### src/rtl/pwm_pkg.sv
// Shared definitions for the PWM generator: handshake states, period limit
// and the default reset ratio.
package pwm_pkg;

  typedef enum logic [1:0] {
    IDLE    = 2'd0,
    PENDING = 2'd1,
    DONE    = 2'd2
  } hs_state_t;

  localparam logic [7:0] PWM_PERIOD_MAX      = 8'd254;
  localparam logic [7:0] DEFAULT_RESET_RATIO = 8'd128;

endpackage

### src/rtl/pwm_prescaler.sv
// Divides the clock by CLK_DIV to produce the PWM count tick; the divider
// is held at zero whenever it is not enabled.
module pwm_prescaler #(
  parameter int CLK_DIV = 4
) (
  input  logic clock,
  input  logic reset,
  input  logic enable,
  output logic tick
);

  localparam int W = (CLK_DIV > 1) ? $clog2(CLK_DIV) : 1;
  localparam logic [W-1:0] LAST = W'(CLK_DIV - 1);

  logic [W-1:0] pre;

  assign tick = enable && (pre == LAST);

  always_ff @(posedge clock or posedge reset) begin
    if (reset) begin
      pre <= '0;
    end else if (!enable || pre == LAST) begin
      pre <= '0;
    end else begin
      pre <= pre + 1'b1;
    end
  end

endmodule

### src/rtl/pwm_generator.sv
// PWM generator with a double-buffered ratio that is accepted through a
// level update/done handshake and applied only on a period boundary.
module pwm_generator
  import pwm_pkg::*;
#(
  parameter int         CLK_DIV     = 4,
  parameter logic [7:0] RESET_RATIO = DEFAULT_RESET_RATIO
) (
  input  logic       clock,
  input  logic       reset,
  input  logic       pwm_enable,
  input  logic       pwm_update,
  input  logic [7:0] pwm_ratio,
  output logic       pwm_done,
  output logic       pwm_out,
  output logic       period_start,
  output logic [7:0] active_ratio
);

  hs_state_t  state;
  logic [7:0] shadow;
  logic [7:0] count;
  logic       running;
  logic       pre_enable;
  logic       tick;
  logic       wrap;
  logic       apply;
  logic [7:0] count_next;
  logic [7:0] active_next;

  // The prescaler only starts once the first enabled clock has parked the
  // count at zero, so every period begins with a full count-0 slot.
  assign pre_enable = pwm_enable && running;

  pwm_prescaler #(
    .CLK_DIV(CLK_DIV)
  ) u_prescaler (
    .clock (clock),
    .reset (reset),
    .enable(pre_enable),
    .tick  (tick)
  );

  assign wrap  = tick && (count == PWM_PERIOD_MAX);
  assign apply = (state == PENDING) && pwm_update && (wrap || !pwm_enable);

  always_comb begin
    count_next  = count;
    active_next = apply ? shadow : active_ratio;
    if (!pwm_enable || !running) begin
      count_next = 8'd0;
    end else if (tick) begin
      count_next = (count == PWM_PERIOD_MAX) ? 8'd0 : count + 8'd1;
    end
  end

  // Outputs are registered from the next-state values so that a newly
  // applied ratio and period_start line up with the first clock at count 0.
  always_ff @(posedge clock or posedge reset) begin
    if (reset) begin
      state        <= IDLE;
      shadow       <= RESET_RATIO;
      active_ratio <= RESET_RATIO;
      count        <= 8'd0;
      running      <= 1'b0;
      pwm_out      <= 1'b0;
      period_start <= 1'b0;
      pwm_done     <= 1'b0;
    end else begin
      running      <= pwm_enable;
      count        <= count_next;
      active_ratio <= active_next;
      pwm_out      <= pwm_enable && (count_next < active_next);
      period_start <= pwm_enable && (wrap || !running);
      case (state)
        IDLE: begin
          if (pwm_update) begin
            shadow <= pwm_ratio;
            state  <= PENDING;
          end
        end
        PENDING: begin
          if (!pwm_update) begin
            state <= IDLE;
          end else begin
            shadow <= pwm_ratio;
            if (apply) begin
              pwm_done <= 1'b1;
              state    <= DONE;
            end
          end
        end
        DONE: begin
          if (!pwm_update) begin
            pwm_done <= 1'b0;
            state    <= IDLE;
          end
        end
        default: state <= IDLE;
      endcase
    end
  end

endmodule

### config.mk
export PLATFORM = sky130hd
export DESIGN_NAME = pwm_generator
export DESIGN_NICKNAME = d
export VERILOG_FILES = /design/src/rtl/pwm_pkg.sv /design/src/rtl/pwm_prescaler.sv /design/src/rtl/pwm_generator.sv
export SDC_FILE = /design/constraint.sdc
export NUM_CORES = 1
export LEC_CHECK = 0
export CORE_AREA = 2 2 63 65
export CTS_CLUSTER_DIAMETER = 60
export CTS_CLUSTER_SIZE = 25
export DETAILED_ROUTE_END_ITERATION = 10
export DIE_AREA = 0 0 65 67
export PLACE_DENSITY_LB_ADDON = 0.3
export SYNTH_ARGS = -nofsm -noshare
export SYNTH_HDL_FRONTEND = slang
export SYNTH_SLANG_ARGS = --single-unit
### constraint.sdc
create_clock -name clock -period 3.2 [get_ports clock]
set_input_delay 0.64 -clock clock [delete_from_list [all_inputs] [get_ports clock]]
set_output_delay 0.64 -clock clock [all_outputs]
set_load 0.005 [all_outputs]
# Yosys cells after proc, flatten, opt, wreduce, memory -nomap -nowiden

Cells that the tools add are included.

Flip-flop bits (word level): 32
Memories: 0
Logic and storage cells: 55
RAM bits: 0
Input port bits: 12
Output and inout port bits: 11
Bits in latches: 0
Bits in read-only memories: 0

Eq/ne operators: 9
$lt $le $gt $ge: 1
Shifts and indexed selects: 0
Mux-type cells: 14
Bitwise logic cells: 0
Multiply operators: 0
Reductions and logical operators: 20
Div/mod/pow operators: 0
Add/subtract/negate cells: 2

Operators by type and width:

| kind                                                 | count |
|---|---|
| two-way mux 8 bit                                    | 4 |
| two-way mux 2 bit                                    | 5 |
| adder 8 x 1 -> 8 bit (second input constant)         | 1 |
| equality test 8 bit (second input constant)          | 1 |
| less-than comparator 8 bit                           | 1 |
| inequality test 2 bit (second input constant)        | 4 |
| logical AND 1 bit                                    | 7 |
| case mux 2 bit (3 select lines)                      | 1 |
| equality test 2 bit (second input constant)          | 2 |
| logical OR 1 bit                                     | 4 |
| AND reduction 4 bit                                  | 1 |
| logical NOT 1 bit                                    | 3 |
| two-way mux 1 bit                                    | 3 |
| inequality test 3 bit (second input constant)        | 1 |
| AND reduction 3 bit                                  | 1 |
| adder 2 x 1 -> 2 bit (second input constant)         | 1 |
| equality test 2 x 1 -> 1 bit (second input constant) | 1 |
| logical NOT 2 bit                                    | 1 |
| case mux 1 bit (2 select lines)                      | 1 |
| AND reduction 2 bit                                  | 1 |
| nonzero test 2 bit                                   | 1 |
| OR reduction 2 bit                                   | 1 |

# Depth between registers and ports, before layout

Gate-level depths: netlist of run 1.

Word-level depth: 8
Depth in mapped cells: 13
Gate-level depth less buffers: 12

# By module

A second synthesis of run 1 with hierarchy kept.

Cell total of the unflattened synthesis: 130
Area, all modules: 1,554.0 um^2

By module, submodules not included:

| module        | instances | cells each | sequential area each (um^2) | area an instance (um^2) |
|---|---|---|---|---|
| pwm_generator | 1         | 123        | 753.2                       | 1,458.9 |
| pwm_prescaler | 1         | 7          | 50.0                        | 95.1 |

# Worst setup path before layout of run 1

No wires, ideal clock.

Path type: input -> register
From: in pwm_update
To: reg pwm_out
Slack: 0.766 ns
Arrival time: 2.338 ns
Required time: 3.104 ns
Stages: 10
Path buffers: 2
Setup time: 0.096 ns
Cells stage by stage: nor2b_1 buf_2 a41oi_2 buf_6 mux2i_1 ha_1 a21o_1 nand2_1 nand4b_1 a311oi_2

Longest elaborated chain between the ends: 5

Ends and longest elaborated chain:

| item                            | RTL line            | text |
|---|---|---|
| start, declared                 | pwm_generator.sv:12 | `input logic pwm_update,` |
| logical AND 1 bit (2 in series) | pwm_generator.sv:45 | `assign apply = (state == PENDING) && pwm_update && (wrap \|\| !pwm_enable);` |
| two-way mux 8 bit               | pwm_generator.sv:49 | `active_next = apply ? shadow : active_ratio;` |
| less-than comparator 8 bit      | pwm_generator.sv:73 | `pwm_out <= pwm_enable && (count_next < active_next);` |
| logical AND 1 bit               | pwm_generator.sv:73 |  |
| end signal, assigned            | pwm_generator.sv:73 |  |
| end, declared                   | pwm_generator.sv:15 | `output logic pwm_out,` |

No other way between the ends.
A chain may end at the register's enable or synchronous reset.

# Worst setup path in the final report of run 1

Ends and elaborated chain as after synthesis.

==> results of run 1 <==
## metal layers
layer  wire (um)  vias up
met1        1360      524
met2        1450       23
met4          33        0
met5           0        -
met3         129        2
li1            -      531
## flip-flops by register name (all words and copies together), names as in the netlist
name             flops
active_ratio         8
count                8
shadow               8
state                2
u_prescaler.pre      2
period_start         1
pwm_done             1
pwm_out              1
running              1
## cell type report
type | count | share of cell area (%)
repair buffers | 27 | 13.1
multi-input cells | 87 | 36.1
well taps | 48 | 3.05
flip-flops and latches | 32 | 40.8
inverters | 12 | 2.29
clock buffers | 6 | 4.19
clock inverters | 2 | 0.508
## cells in the mapped netlist, drive strengths merged, types with 2 or more instances
| library cell | instances | share of area, % |
|---|---|---|
| dfrtp | 30 | 47 |
| nor2 | 13 | 3.5 |
| inv | 12 | 2.8 |
| ha | 10 | 7.9 |
| mux2 | 9 | 6.6 |
| mux2i | 8 | 5.0 |
| nand2 | 7 | 1.7 |
| nand4 | 5 | 2.9 |
| xnor2 | 5 | 2.8 |
| a211oi | 4 | 1.9 |
| buf | 3 | 1.5 |
| nand3 | 3 | 0.94 |
| and2 | 2 | 0.79 |
| and3 | 2 | 0.79 |
| clkbuf | 2 | 0.55 |
| dfstp | 2 | 3.3 |
| nor3 | 2 | 0.63 |
| o21ai | 2 | 0.63 |
## final timing paths
kind                                      end                from  cells past startpoint
setup / recovery                      pwm_out          pwm_update                     11
hold reg to reg            u_prescaler.pre[0]  u_prescaler.pre[0]                      1
min in group asynchronous           shadow[1]               reset                      2
setup reg to reg                      pwm_out  u_prescaler.pre[0]                     11
hold / removal             u_prescaler.pre[0]  u_prescaler.pre[0]                      1
max in group asynchronous            count[5]               reset                      3
## placed cells by master, fill, tap and decap left out, types with 2 or more instances in the layout
| master | n |
|---|---|
| nor2_1 | 12 |
| dfstp_2 | 2 |
| clkbuf_8 | 6 |
| mux2_2 | 8 |
| and3_1 | 2 |
| nand3_1 | 3 |
| nand2_1 | 7 |
| inv_1 | 11 |
| clkdlybuf4s50_1 | 22 |
| xnor2_1 | 5 |
| ha_1 | 10 |
| clkinv_2 | 2 |
| o21ai_0 | 2 |
| buf_4 | 5 |
| and2_1 | 2 |
| nor3_1 | 2 |
| mux2i_1 | 8 |
| dfrtp_1 | 30 |
| nand4_1 | 4 |
| a211oi_1 | 4 |
## cells by family (layout without fill, tap and decap cells)
family,after synthesis,count (layout)
multiplexers,17,17
XOR/XNOR,6,6
AO/OA/AOI/OAI,13,13
buffers and inverters,17,47
flip-flops,32,32
AND/OR/NAND/NOR,41,41
adder cells (fa/ha/maj),10,10
## power breakdown
part	switching [mW]	internal [mW]	total (mW)
registers	0.0381	0.467	0.505
logic	0.0981	0.143	0.241
clock network	0.148	0.171	0.320
==> key figures, run 1 <==
STA
  – Fmax: 357 MHz
  – Headroom to the max-slew limit: 61.9%
  – Min Tclk post-route: 2.80 ns
  – Setup TNS: 0 ns
  – Worst-margin pin slew: 0.571 ns
  – Worst Skew: 0.00785 ns
  – Fin crit share: 87.5%
  – Setup ws final: 0.399 ns
  – Pins Over Slew Limit: 0
  – Final setup violation count: 0
  – Hold_ws: 0.443 ns
  – Final Hold Viols: 0
  – RSZ-0062 raised after global routing: false

Logic synthesis
  – Largest family of logic cells by synthesized area: simple AND/OR/NAND/NOR gates
  – Yosys warns: 0
  – Post-synthesis mux area share: 11.6%
  – Syn_area_per_cell: 11.7 um^2
  – Post-synth design cell area: 0.00159 mm^2
  – Yosys reg bits: 32
  – Yosys cell types: 40
  – Post-synthesis cell count: 136
  – Adder-cell share of the synthesized area: 7.86%
  – Share of synthesized flip-flops with an asynchronous set or reset: 100%
  – Sequential element share of the synthesized area: 50.5%
  – Synth Area in Compound Gates: 6.92%
  – Mapped Nets: 158
  – Synth Area in Simple Gates: 14.9%
  – Synth Area in XOR/XNOR: 3.30%
  – Post-synth EDFFs: 0
  – Synth Flop Type: dfrtp_1

Floorplan
  – Die Y-Extent: 67 um
  – Initial Util: 44.1%
  – I/O Pins: 23
  – Die width: 65 um
  – CORE AREA: 0.00361 mm^2
  – Placement Rows: 22
  – Die Footprint: 0.00436 mm^2

Detailed routing
  – Initial drt markers: 78
  – Via density per instance: 5.05
  – Total Wirelength: 2980 um
  – Total number of vias: 1080
  – Post-route ant nets: 0
  – WL/cell: 13.9 um
  – Drt drc: 0
  – Pre-antenna DRT Iters: 4

CTS
  – CTS tree: yes
  – Worst-path clk slew: 0.07 ns
  – Post-CTS setup buffers: 0
  – Post-CTS Hold Fix Bufs: 0
  – # resized after CTS: 0
  – CTS Buf Count: 5
  – H-tree lvl count: 2
  – Worst skew pair latency: 0.29 ns
  – CTS Buffer Depth: 2
  – CTS Sinks: 32
  – Clk root buf: clkbuf_8

Setup path
  – Worst setup SP type: input pin
  – Slowest CP cell: clkdlybuf4s50_1
  – Crit path buffers/inverters: 2
  – CP Max Fanout: 10
  – Setup CP Type: in2reg
  – Crit path capture type: flop
  – Critical path's largest stage delay: 0.46 ns
  – Register-to-register setup slack: 0.62 ns
  – CP top delay family: buffers and inverters
  – Crit path DAT: 3.00 ns
  – Worst endpoint required time: 3.40 ns
  – Critical path cell sequence: clkdlybuf4s50_1 -> nor2b_1 -> and3b_1 -> a41oi_2 -> buf_4 -> mux2i_1 -> ha_1 -> a21o_1 -> nand2_1 -> nand4b_1 -> a311oi_2

Global routing
  – Pin count of the biggest net entering global routing: 18
  – Vias in the first global route: 1117
  – First-pass GRT wire length: 5370 um
  – Met3 usage: 5.41%
  – Tot GR Track Use: 16.9%
  – Met2 Use GR: 27.2%
  – Grt ovf: 0
  – Initial antenna violation count: 0
  – Met1 Resource Use GR: 21.4%
  – Busiest grt layer: met2

Placed design
  – DPL Wire Length: 2300 um
  – Port bufs: 22
  – Placed insts: 206
  – Post-placement cell area: 0.00188 mm^2
  – RePlAce Congestion: 0.818
  – Place WS: 0.0757 ns

Pwr
  – Cell leakage power: 0.933 nW
  – Max IR drop VDD: 0.284 mV
  – Pwr Density: 541 mW/mm^2
  – Tot Pwr: 1.07 mW

Final layout
  – Footprint of the multi-input gates: 711 um^2
  – Diode count: 0
  – Design area: 0.00197 mm^2
  – Finished Layout Cells: 214
  – Area growth, synth to finish: 23.7%
  – Fillers: 341
  – Register area: 803 um^2
  – Post-layout util: 54.6%
  – Final-stage net count: 187
  – Layout cell share with drive strength beyond 1: 18.7%

Worst hold path
  – Hold Path Class: reg2reg

Job
  – Maxcap violations: 0

Outcome
  – Status: completed
(Power assumes the default switching activity.)
==> inputs of run 2 (changes only) <==
- MAX_ROUTING_LAYER: not set -> met4
==> key figures, run 2 (synthesized netlist as in run 1, its figures left out) <==
Outcome
  – Status: completed (unchanged)

CTS
  – Post-CTS setup buffers: 0 (unchanged)
  – Worst-path clk slew: 0.07 ns (about the same)
  – # resized after CTS: 0 (unchanged)
  – H-tree lvl count: 2 (unchanged)
  – Worst skew pair latency: 0.29 ns (about the same)
  – CTS Sinks: 32 (unchanged)
  – CTS Buf Count: 5 (unchanged)
  – CTS Buffer Depth: 2 (unchanged)
  – Clk root buf: clkbuf_8 (unchanged)
  – Post-CTS Hold Fix Bufs: 0 (unchanged)
  – CTS tree: yes (unchanged)

STA
  – RSZ-0062 raised after global routing: false (unchanged)
  – Setup TNS: 0 ns (unchanged)
  – Headroom to the max-slew limit: 61.9% (about the same)
  – Fmax: 357 MHz (about the same)
  – Hold_ws: 0.443 ns (unchanged)
  – Final Hold Viols: 0 (unchanged)
  – Final setup violation count: 0 (unchanged)
  – Worst Skew: 0.00785 ns (about the same)
  – Fin crit share: 87.5% (about the same)
  – Pins Over Slew Limit: 0 (unchanged)
  – Worst-margin pin slew: 0.571 ns (about the same)
  – Min Tclk post-route: 2.80 ns (about the same)

Pwr
  – Max IR drop VDD: 0.284 mV (about the same)
  – Clock network fraction of total power: 30.0% (about the same)
  – P_sw: 0.284 mW (was 0.285 mW)
  – Comb pwr share: 22.6% (about the same)
  – Int Pwr: 0.781 mW (about the same)
  – Sw Ratio: 26.7% (about the same)
  – Pwr Density: 541 mW/mm^2 (about the same)
  – Tot Pwr: 1.07 mW (about the same)
  – Cell leakage power: 0.933 nW (unchanged)
  – Seq pwr share: 47.4% (about the same)

Setup path
  – Crit path capture type: flop (unchanged)
  – Crit path DAT: 3.00 ns (about the same)
  – CP Max Fanout: 10 (unchanged)
  – CP Launch Point: pwm_update (unchanged)
  – Register-to-register setup slack: 0.62 ns (about the same)
  – Worst setup SP type: input pin (unchanged)
  – Worst endpoint required time: 3.40 ns (about the same)
  – Capturing point of the worst reg2reg path: pwm_out (unchanged)
  – Worst r2r src: u_prescaler.pre[0] (unchanged)
  – Worst R2R Path Depth: 11 (unchanged)
  – Setup CP Type: in2reg (unchanged)

Floorplan
  – Die Y-Extent: 67 um (unchanged)
  – CORE AREA: 0.00361 mm^2 (unchanged)
  – Placement Rows: 22 (unchanged)
  – I/O Pins: 23 (unchanged)
  – Die width: 65 um (unchanged)
  – Initial Util: 44.1% (unchanged)
  – Die Footprint: 0.00436 mm^2 (unchanged)

Worst hold path
  – Worst Hold Depth: 1 (unchanged)
  – Hold Path End: u_prescaler.pre[0] (unchanged)
  – Hold Startpoint: u_prescaler.pre[0] (unchanged)
  – Hold Path Class: reg2reg (unchanged)

Detailed routing
  – Total Wirelength: 2980 um (unchanged)
  – WL/cell: 13.9 um (unchanged)
  – Drt drc: 0 (unchanged)
  – Initial drt markers: 75 (was 78)
  – Pre-antenna DRT Iters: 4 (unchanged)
  – Via density per instance: 5.05 (unchanged)
  – Total number of vias: 1080 (unchanged)
  – Post-route ant nets: 0 (unchanged)

Final layout
  – Diode count: 0 (unchanged)
  – Area growth, synth to finish: 23.7% (unchanged)
  – Post-layout util: 54.6% (unchanged)
  – Commonest non-fill, non-tap cell in the layout: dfrtp_1 (unchanged)
  – Design area: 0.00197 mm^2 (unchanged)
  – Regs by FF count: active_ratio (8), count (8), shadow (8) (unchanged)
  – Layout cell share with drive strength beyond 1: 18.7% (unchanged)
  – Most frequent cells in the layout: 30 x dfrtp_1, 22 x clkdlybuf4s50_1, 12 x nor2_1, 11 x inv_1, 10 x ha_1 (unchanged)
  – Final-stage net count: 187 (unchanged)

Global routing
  – Tot GR Track Use: 17.3% (was 16.9%)
  – Initial antenna violation count: 0 (unchanged)
  – Vias in the first global route: 1120 (was 1117)
  – First-pass GRT wire length: 5360 um (was 5370 um)
  – Grt ovf: 0 (unchanged)
  – Pin count of the biggest net entering global routing: 18 (unchanged)

Placed design
  – Port bufs: 22 (unchanged)
  – RePlAce Congestion: 0.830 (was 0.818)
  – Post-placement cell area: 0.00188 mm^2 (unchanged)
  – DPL Wire Length: 2300 um (unchanged)

Job
  – Maxcap violations: 0 (unchanged)
## run 2: cell counts in the layout (fill, tap and decap cells not counted)
No cell type changed its count.
## run 2: how the worst max path moves through the flow
stage | slack [ns] | endpoint
after floorplan | 0.77 | pwm_out
after global placement | 0.18 | pwm_out
after detailed placement | 0.08 | pwm_out
after CTS | 0.40 | pwm_out
after global routing | 0.20 | pwm_out
final | 0.40 | pwm_out
## run 2: area by class of cell
class / instances / area (um^2)
clock buffers: 6 / 82.6
flip-flops and latches: 32 / 803
inverters: 12 / 45.0
fillers: 341 / 1640
repair buffers: 27 / 258
clock inverters: 2 / 10.0
well taps: 48 / 60.1
multi-input cells: 87 / 711
## run 2: worst max-delay path, cell delays in order
cell	delay, ns
clkdlybuf4s50_1	0.46
nor2b_1	0.19
and3b_1	0.19
a41oi_2	0.14
buf_4	0.22
mux2i_1	0.27
ha_1	0.29
a21o_1	0.19
nand2_1	0.07
nand4b_1	0.10
a311oi_2	0.25
## run 2: layer usage
layer	GRT usage (%)	wire length [um]	share of wire, %
met3	5.07	115	3.9
met5	-	0	0
met2	27.2	1450	49
met4	5.59	33	1.1
met1	21.7	1370	46
## run 2: power groups by stage
stage	combinational, mW	clock, mW	sequential [mW]
floorplan	0.117	0	0.508
global placement	0.238	0	0.511
detailed placement	0.243	0	0.513
CTS	0.245	0.331	0.506
global route	0.271	0.355	0.514
finish	0.241	0.320	0.505
## run 2: per-stage QoR
stage	setup WS (ns)	instances
after floorplan	0.766	136
after global placement	0.176	206
after detailed placement	0.0757	206
after CTS	0.397	214
after global routing	0.196	214
final	0.399	214
==> inputs of run 3 (changes only) <==
- CORE_AREA: 2 2 63 65 -> 2 2 61 63
- DIE_AREA: 0 0 65 67 -> 0 0 63 65
==> key figures, run 3 (synthesized netlist as in run 1, its figures left out) <==
Final layout
  – Layout cell share with drive strength beyond 1: 17.0% (was 18.7%)
  – Most frequent cells in the layout: 30 x dfrtp_1, 22 x clkdlybuf4s50_1, 12 x nor2_1, 11 x inv_1, 10 x ha_1 (unchanged)
  – Design area: 0.00193 mm^2 (was 0.00197 mm^2)
  – Commonest non-fill, non-tap cell in the layout: dfrtp_1 (unchanged)
  – Area growth, synth to finish: 21.1% (was 23.7%)
  – Regs by FF count: active_ratio (8), count (8), shadow (8) (unchanged)
  – Final-stage net count: 186 (was 187)
  – Diode count: 0 (unchanged)

CTS
  – CTS tree: yes (unchanged)
  – CTS Buffer Depth: 2 (unchanged)
  – Post-CTS Hold Fix Bufs: 0 (unchanged)
  – Post-CTS setup buffers: 0 (unchanged)
  – Worst skew pair latency: 0.33 ns (was 0.29 ns)
  – CTS Buf Count: 5 (unchanged)
  – Clk root buf: clkbuf_4 (was clkbuf_8)
  – Worst-path clk slew: 0.09 ns (was 0.07 ns)
  – # resized after CTS: 0 (unchanged)
  – CTS Sinks: 32 (unchanged)
  – H-tree lvl count: 2 (unchanged)

Pwr
  – Max IR drop VDD: 0.364 mV (was 0.284 mV)
  – Pwr Density: 509 mW/mm^2 (was 541 mW/mm^2)
  – Tot Pwr: 0.981 mW (was 1.07 mW)
  – Cell leakage power: 0.909 nW (was 0.933 nW)
  – Int Pwr: 0.717 mW (was 0.781 mW)
  – Clock network fraction of total power: 24.3% (was 30.0%)
  – Sw Ratio: 26.9% (was 26.7%)
  – P_sw: 0.263 mW (was 0.284 mW)
  – Seq pwr share: 51.0% (was 47.4%)
  – Comb pwr share: 24.7% (was 22.6%)

Setup path
  – Crit path capture type: flop (unchanged)
  – Worst setup SP type: input pin (unchanged)
  – Setup CP Type: in2reg (unchanged)
  – CP Max Fanout: 10 (unchanged)
  – Crit path DAT: 3.00 ns (about the same)
  – CP Launch Point: pwm_update (unchanged)
  – Critical path cell sequence: clkdlybuf4s50_1 -> nor2b_1 -> and3b_1 -> a41oi_2 -> buf_4 -> mux2i_1 -> ha_1 -> a21o_1 -> nand2_1 -> nand4b_1 -> a311oi_2 (unchanged)
  – Worst endpoint required time: 3.44 ns (was 3.40 ns)
  – Critical path's largest stage delay: 0.44 ns (was 0.46 ns)
  – Worst r2r src: u_prescaler.pre[0] (unchanged)
  – Slowest CP cell: clkdlybuf4s50_1 (unchanged)
  – Worst R2R Path Depth: 11 (unchanged)

Job
  – Maxcap violations: 0 (unchanged)

Floorplan
  – Die width: 63 um (was 65 um)
  – Die Footprint: 0.00410 mm^2 (was 0.00436 mm^2)
  – Initial Util: 45.5% (was 44.1%)
  – I/O Pins: 23 (unchanged)
  – Die Y-Extent: 65 um (was 67 um)
  – Placement Rows: 22 (unchanged)
  – CORE AREA: 0.00350 mm^2 (was 0.00361 mm^2)

STA
  – Headroom to the max-slew limit: 73.6% (was 61.9%)
  – RSZ-0062 raised after global routing: false (unchanged)
  – Min Tclk post-route: 2.76 ns (was 2.80 ns)
  – Final setup violation count: 0 (unchanged)
  – Fmax: 363 MHz (was 357 MHz)
  – Worst Skew: 0.00332 ns (was 0.00785 ns)
  – Pins Over Slew Limit: 0 (unchanged)
  – Worst-margin pin slew: 0.397 ns (was 0.571 ns)
  – Setup TNS: 0 ns (unchanged)
  – Fin crit share: 86.1% (was 87.5%)
  – Final Hold Viols: 0 (unchanged)

Detailed routing
  – Total Wirelength: 2770 um (was 2980 um)
  – WL/cell: 13.0 um (was 13.9 um)
  – Total number of vias: 1068 (was 1080)
  – Initial drt markers: 23 (was 75)
  – Via density per instance: 5.01 (was 5.05)
  – Post-route ant nets: 0 (unchanged)
  – Drt drc: 0 (unchanged)
  – Pre-antenna DRT Iters: 4 (unchanged)

Global routing
  – Grt ovf: 0 (unchanged)
  – Initial antenna violation count: 0 (unchanged)
  – Vias in the first global route: 1171 (was 1120)
  – First-pass GRT wire length: 4970 um (was 5360 um)
  – Pin count of the biggest net entering global routing: 33 (was 18)
  – Tot GR Track Use: 16.3% (was 17.3%)

Placed design
  – Post-placement cell area: 0.00187 mm^2 (was 0.00188 mm^2)
  – RePlAce Congestion: 0.741 (was 0.830)
  – Port bufs: 22 (unchanged)
  – DPL Wire Length: 2050 um (was 2300 um)

Outcome
  – Status: completed (unchanged)

Worst hold path
  – Hold Path Class: reg2reg (unchanged)
  – Worst Hold Depth: 1 (unchanged)
  – Hold Startpoint: u_prescaler.pre[0] (unchanged)
run 3: cell types whose count changed in the layout (fill, tap and decap cells not counted), sizes merged:
cell | before | now
clkinv | 2 | 0
clkbuf | 6 | 8
buf | 5 | 4
run 3: power by group through the flow:
stage,combinational [mW],sequential (mW),clock (mW)
2_1_floorplan,0.117,0.508,0
6_report,0.242,0.500,0.239
3_3_place_gp,0.242,0.506,0
3_5_place_dp,0.246,0.509,0
5_1_grt,0.271,0.508,0.272
4_1_cts,0.248,0.501,0.251
run 3: final timing paths:
check	endpoint	slack [ns]
max in group asynchronous	active_ratio[7]	2.19
min in group asynchronous	state[0]	0.69
setup / recovery	pwm_out	0.44
hold / removal	u_prescaler.pre[0]	0.44
hold reg to reg	u_prescaler.pre[0]	0.44
setup reg to reg	pwm_out	0.57
run 3: worst max-delay path: cells and delay by family:
kind	cells	cell delay (ns)
buffers and inverters	2	0.67
AOI/OAI and AO/OA	3	0.59
adders and majority gates	1	0.30
muxes	1	0.27
and+or+nand+nor	4	0.52
run 3: stage by stage:
stage	instances	setup WS (ns)	utilization [%]	hold slack, ns
5_1_grt	213	0.289	55.2	0.467
3_5_place_dp	205	0.0779	53.5	0.433
4_1_cts	213	0.429	55.2	0.446
3_3_place_gp	205	0.114	53.5	0.426
6_report	213	0.444	55.2	0.442
2_1_floorplan	136	0.766	-	0.415
run 3: layout make-up:
cell class | count | area, um^2
Fill cell | 310 | 1570
Sequential cell | 32 | 803
Multi-Input combinational cell | 87 | 711
Timing Repair Buffer | 26 | 250
Tap cell | 48 | 60.1
Clock buffer | 8 | 58.8
Inverter | 12 | 45.0
run 3: layer usage:
metal  up-vias  part of all wire (%)  GRT usage, %
met5         -                     0             -
met4         0                   1.8          6.94
met3         6                   3.6          4.51
met2        20                    49          28.5
met1       514                    46          17.5
li1        528                     -             -
